**src/rtl/reg_responder.sv**
```systemverilog
// Register-file responder with a req/ack handshake, programmable wait states,
// a saturating change counter, an ID word and error signalling on unmapped addresses.
module reg_responder #(
  parameter int unsigned WAIT_CYCLES = 2,
  parameter logic [31:0] ID_VALUE    = 32'h5652_4547
) (
  input  logic        clk,
  input  logic        reset_n,
  input  logic        req,
  input  logic        wr,
  input  logic [2:0]  addr,
  input  logic [31:0] wdata,
  output logic        ack,
  output logic [31:0] rdata,
  output logic        err,
  output logic        change
);

  typedef enum logic [1:0] {
    IDLE = 2'd0,
    WAIT = 2'd1,
    ACK  = 2'd2,
    DONE = 2'd3
  } state_t;

  // The wait counter counts down from WAIT_CYCLES-1, so WAIT lasts exactly WAIT_CYCLES cycles.
  localparam logic [3:0] WAIT_LAST = (WAIT_CYCLES == 32'd0) ? 4'd0 : 4'(WAIT_CYCLES - 32'd1);

  state_t      state_r, state_s;
  logic [3:0]  wait_cnt_r, wait_cnt_s;
  logic        wr_r;
  logic [2:0]  addr_r;
  logic [31:0] wdata_r;
  logic [31:0] regs_r [4];
  logic [15:0] chg_cnt_r;
  logic        ack_r, err_r, change_r;
  logic [31:0] rdata_r;

  logic        access_s;
  logic [31:0] old_val_s;
  logic        reg_we_s;
  logic        alter_s;
  logic        cnt_clr_s;
  logic        err_s;
  logic [31:0] rd_val_s;

  // Handshake sequencing: next state and wait-counter update.
  always_comb begin
    state_s    = state_r;
    wait_cnt_s = wait_cnt_r;
    case (state_r)
      IDLE: begin
        if (req) begin
          if (WAIT_CYCLES == 32'd0) begin
            state_s = ACK;
          end else begin
            state_s    = WAIT;
            wait_cnt_s = WAIT_LAST;
          end
        end else begin
          state_s = IDLE;
        end
      end
      WAIT: begin
        if (wait_cnt_r == 4'd0) begin
          state_s = ACK;
        end else begin
          wait_cnt_s = wait_cnt_r - 4'd1;
        end
      end
      ACK: begin
        state_s = DONE;
      end
      DONE: begin
        if (!req) begin
          state_s = IDLE;
        end else begin
          state_s = DONE;
        end
      end
      default: begin
        state_s    = IDLE;
        wait_cnt_s = 4'd0;
      end
    endcase
  end

  // Access decode for the committing cycle; a write returns its post-write value.
  always_comb begin
    access_s  = (state_r == ACK);
    old_val_s = regs_r[addr_r[1:0]];
    reg_we_s  = access_s && wr_r && (addr_r[2] == 1'b0);
    alter_s   = reg_we_s && (wdata_r != old_val_s);
    cnt_clr_s = access_s && wr_r && (addr_r == 3'd4);
    err_s     = access_s && (addr_r[2:1] == 2'b11);
    case (addr_r)
      3'd0, 3'd1, 3'd2, 3'd3: begin
        if (wr_r) begin
          rd_val_s = wdata_r;
        end else begin
          rd_val_s = old_val_s;
        end
      end
      3'd4: begin
        if (wr_r) begin
          rd_val_s = 32'h0;
        end else begin
          rd_val_s = {16'h0, chg_cnt_r};
        end
      end
      3'd5:    rd_val_s = ID_VALUE;
      default: rd_val_s = 32'h0;
    endcase
  end

  // State register, wait counter and request capture.
  always_ff @(posedge clk or negedge reset_n) begin
    if (!reset_n) begin
      state_r    <= IDLE;
      wait_cnt_r <= 4'd0;
      wr_r       <= 1'b0;
      addr_r     <= 3'd0;
      wdata_r    <= 32'h0;
    end else begin
      state_r    <= state_s;
      wait_cnt_r <= wait_cnt_s;
      if ((state_r == IDLE) && req) begin
        wr_r    <= wr;
        addr_r  <= addr;
        wdata_r <= wdata;
      end else begin
        wr_r    <= wr_r;
        addr_r  <= addr_r;
        wdata_r <= wdata_r;
      end
    end
  end

  // Register storage and the saturating change counter.
  always_ff @(posedge clk or negedge reset_n) begin
    if (!reset_n) begin
      regs_r[0] <= 32'h0000_0000;
      regs_r[1] <= 32'h0000_0000;
      regs_r[2] <= 32'h1234_5678;
      regs_r[3] <= 32'hFFFF_FFFF;
      chg_cnt_r <= 16'h0;
    end else begin
      if (reg_we_s) begin
        regs_r[addr_r[1:0]] <= wdata_r;
      end
      if (cnt_clr_s) begin
        chg_cnt_r <= 16'h0;
      end else if (alter_s && (chg_cnt_r != 16'hFFFF)) begin
        chg_cnt_r <= chg_cnt_r + 16'd1;
      end else begin
        chg_cnt_r <= chg_cnt_r;
      end
    end
  end

  // Registered completion outputs; rdata is forced to zero outside the ack cycle.
  always_ff @(posedge clk or negedge reset_n) begin
    if (!reset_n) begin
      ack_r    <= 1'b0;
      err_r    <= 1'b0;
      change_r <= 1'b0;
      rdata_r  <= 32'h0;
    end else begin
      ack_r    <= access_s;
      err_r    <= err_s;
      change_r <= alter_s;
      rdata_r  <= access_s ? rd_val_s : 32'h0;
    end
  end

  assign ack    = ack_r;
  assign err    = err_r;
  assign change = change_r;
  assign rdata  = rdata_r;

endmodule

```
**config.mk**
```make
export PLATFORM = sky130hd
export DESIGN_NAME = reg_responder
export DESIGN_NICKNAME = d
export VERILOG_FILES = /design/src/rtl/reg_responder.sv
export SDC_FILE = /design/constraint.sdc
export NUM_CORES = 1
export LEC_CHECK = 0
export CAP_MARGIN = 20
export CORE_MARGIN = 1.5
export CORE_UTILIZATION = 45
export CTS_CLUSTER_SIZE = 40
export DETAILED_ROUTE_END_ITERATION = 16
export DONT_BUFFER_PORTS = 1
export HOLD_SLACK_MARGIN = 0.12
export PLACE_DENSITY = 0.58
export RECOVER_POWER = 25
export SETUP_SLACK_MARGIN = 0.2
export SYNTH_ARGS = -nofsm -noshare
export SYNTH_HDL_FRONTEND = slang
export SYNTH_SLANG_ARGS = --single-unit
```
**constraint.sdc**
```tcl
create_clock -name clk -period 2.9 [get_ports clk]
set_input_delay 0.58 -clock clk [delete_from_list [all_inputs] [get_ports clk]]
set_output_delay 0.58 -clock clk [all_outputs]
set_load 0.02 [all_outputs]
```
==> flow_metrics.py <==
metrics = {
    "power": {
        "combPwrFrac_pct": 32.8,
        "p_leak_nw": 5.11,
        "clock_power_share_pct": 24.6,
        "pwr-share-seq_pct": 42.5,
        "switching_power_mw": 3.96,
        "power.density_mw_per_mm2": 1060,
        "p_sw_share_pct": 32.3,
        "ir_drop_uv": 542,
        "intPower_mw": 8.30,
    },
    "synthesis": {
        "syn_area_sq_mm": 0.0100,
        "synth_edf_count": 0,
        "async_reset_ff_share_pct": 100,
        "synth_cell_types": 47,
        "synth_area_per_cell_sq_um": 14.1,
        "yosys.area.top_type_share_pct": 43.9,
        "synth_seq_cells": 221,
        "synth_fp_nets": 756,
        "synth_common_cells": "dfrtp_1, mux2_2, dfstp_2, xnor2_1",
        "syn_inst": 714,
        "synthMostInstantiatedCell": "dfrtp_1",
        "synthFlopType": "dfrtp_1",
        "synth_area_leader_cell": "dfrtp_1",
        "yosys_warnings": 0,
        "seq_area_frac_synth_pct": 55.7,
        "synth_area_leaders": "dfrtp_1, mux2_2, dfstp_2",
    },
    "timing": {
        "post-route-period-util_pct": 101,
        "holdWs_ns": -0.231,
        "fmax_mhz": 341,
        "drv_slew": 0,
        "finalCriticalPeriod_ns": 2.93,
        "worst_pin_slew_ns": 0.967,
        "hold_viol": 183,
        "finalSetupTns_ns": -0.0902,
        "rsz0062_at_grt": "yes",
        "relSlewSlack_pct": 34.9,
        "fin_ws_ns": -0.0313,
        "fin_skew_ns": 0.00733,
        "report.final.setup_viol": 7,
    },
    "global_route": {
        "grt_max_degree": 222,
        "antenna_found_initial": 0,
        "grt_first_pass_wirelength_mm": 36.2,
        "grt_overflow": 0,
        "globalRouteTotalUtil_pct": 19.7,
        "first_global_vias": 6390,
    },
    "clock_tree": {
        "path_clk_slew_ns": 0.06,
        "numCtsBuffers": 25,
        "htreeDepth": 1,
        "cts_sinks": 221,
        "clock_latency_ns": 0.51,
        "clk_path_buf_depth": 3,
        "cts_tree": "built",
        "root_buffer": "clkbuf_16",
    },
    "setup_path": {
        "crit_type": "reg -> reg",
        "r2r_end": "chg_cnt_r[1]$_DFFE_PN0P_",
        "ff2ff_setup_slack_ns": -0.03,
        "r2r-start": "addr_r[0]$_DFFE_PN0P_",
        "required_ns": 3.30,
        "cp.arrival_ns": 3.33,
        "end_kind": "flop",
        "reg2reg_depth": 9,
        "critPathMaxFanout": 17,
        "cp-start-kind": "flop",
    },
    "drt": {
        "vias_per_cell": 5.71,
        "top_layer": "met4",
        "drcViolationCount": 0,
        "drt_iter0_drc": 326,
        "wl_met3_microns": 890,
        "drt-met1-wl_mm": 10.3,
        "antenna_left": 0,
        "dr_wl_met2_mm": 10.8,
        "routedWlPerCell_microns": 21.6,
        "finalWirelength_mm": 22.5,
        "drt_pass1_iterations": 4,
        "vias": 5952,
    },
    "layout": {
        "drive_gt1_share_pct": 45.8,
        "n_fill_cell": 1816,
        "seqCellArea_sq_mm": 0.00559,
        "finalInstanceArea_sq_mm": 0.0115,
        "area_growth_pct": 14.9,
        "multi_input_area_sq_mm": 0.00434,
        "finalNetCount": 786,
        "antennaDiodeCount": 0,
    },
    "place": {
        "io_buffers": 0,
        "dp_hpwl_mm": 14.6,
        "postPlaceCellArea_sq_mm": 0.0106,
        "routabilityCongestion": 0.813,
    },
    "floorplan": {
        "dieArea_sq_mm": 0.0232,
        "die_y_microns": 152,
        "initial_core_util_pct": 46.0,
        "rows": 54,
        "core-area_sq_mm": 0.0218,
        "io-pin-count": 74,
        "die_w_microns": 152,
    },
    "status": {
        "violations": "hold timing, setup timing",
        "status": "complete, but fails checks",
    },
    "run": {
        "cap_violations": 0,
    },
    "min_path": {
        "worst_hold_path_type": "in -> async",
    },
}
## repair_timing
| action | CTS | global route |
|---|---|---|
| setup endpoints to repair | 17 | 17 |
| pin swaps | 12 | 5 |
| endpoints found under the hold margin | 221 | 221 |
| resized for setup | 11 | 6 |
| setup buffers | 4 | 4 |
| gates cloned | 1 | 0 |
## layout by cell type, fill, tap and decap left out, drive strengths merged, types with 3 or more instances in the layout
master,count
xnor2,33
clkinv,4
nor2,32
o21ai,4
a22o,9
or4,5
nand3,11
ha,3
a221o,6
a21oi,31
o31ai,4
nor3,7
nand2b,3
and2,4
o22a,7
mux2i,17
or2,3
nor2b,12
and3,6
clkbuf,38
nand3b,3
nand2,24
mux4,32
mux2,163
dfstp,45
nand4,11
dfrtp,176
inv,7
buf,43
## sequential cells by signal (all words and copies together) (netlist names)
name and flops:
change 1, wr_r 1, regs_r 128, chg_cnt_r 16, rdata 32, addr_r 3
state_r 2, wdata_r 32, err 1, wait_cnt_r 4, ack 1
## per-stage QoR
stage,util [%],setup slack (ns),std cells,total power [mW]
floorplan,-,0.217,714,7.74
global placement,48.4,-0.161,988,8.93
detailed placement,48.4,-0.201,988,9.09
CTS,52.5,-0.0910,1038,12.3
global route,52.8,-0.133,1042,13.0
finish,52.8,-0.0313,1042,12.3
## cell families (layout without fill, tap and decap cells)
logic type	after synthesis	after routing	synth area share [%]
DFF	221	221	55.7
and+or+nand+nor	133	133	7.23
AOI/OAI and AO/OA	64	64	4.39
muxes	212	212	27.2
adders and majority gates	3	3	0.374
buffers and inverters	47	95	2.21
xor gates and xnor gates	34	34	2.97
## critical path, stage by stage (launching register included)
cell and delay [ns]:
dfrtp_2 0.42, buf_12 0.20, mux4_2 0.56, xnor2_1 0.24
nand4_1 0.13, or4_4 0.57, o21ai_4 0.27, inv_4 0.09
and3_4 0.15, a31o_1 0.18
## layer usage
layer / GRT usage (%) / up-vias
li1: - / 2668
met1: 27.4 / 3144
met4: 4.99 / 0
met5: 0 / -
met2: 32.1 / 108
met3: 3.30 / 32
## worst max-delay path by stage
stage	from	end	cells past startpoint	slack (ns)
4_1_cts	addr_r[0]$_DFFE_PN0P_	chg_cnt_r[1]$_DFFE_PN0P_	11	-0.09
3_5_place_dp	addr_r[0]$_DFFE_PN0P_	chg_cnt_r[5]$_DFFE_PN0P_	10	-0.20
6_report	addr_r[0]$_DFFE_PN0P_	chg_cnt_r[1]$_DFFE_PN0P_	9	-0.03
3_3_place_gp	addr_r[0]$_DFFE_PN0P_	chg_cnt_r[5]$_DFFE_PN0P_	10	-0.16
5_1_grt	addr_r[0]$_DFFE_PN0P_	chg_cnt_r[5]$_DFFE_PN0P_	10	-0.13
2_1_floorplan	addr_r[0]$_DFFE_PN0P_	chg_cnt_r[1]$_DFFE_PN0P_	10	0.22
## power by group through the flow
stage | clock [mW] | combinational [mW] | sequential, mW
after detailed placement | 0 | 3.86 | 5.24
final | 3.02 | 4.03 | 5.21
after CTS | 3.10 | 3.96 | 5.20
after floorplan | 0 | 2.87 | 4.87
after global placement | 0 | 3.77 | 5.16
after global routing | 3.23 | 4.35 | 5.38
## layout make-up
class,count,area share (%)
clock buffer,38,6.28
clock inverter,7,0.564
inverter,7,0.250
multi-input combinational,446,37.6
sequential,221,48.5
tap,280,3.04
timing repair buffer,43,3.77
Note: power is estimated with default switching activity, not from simulation.
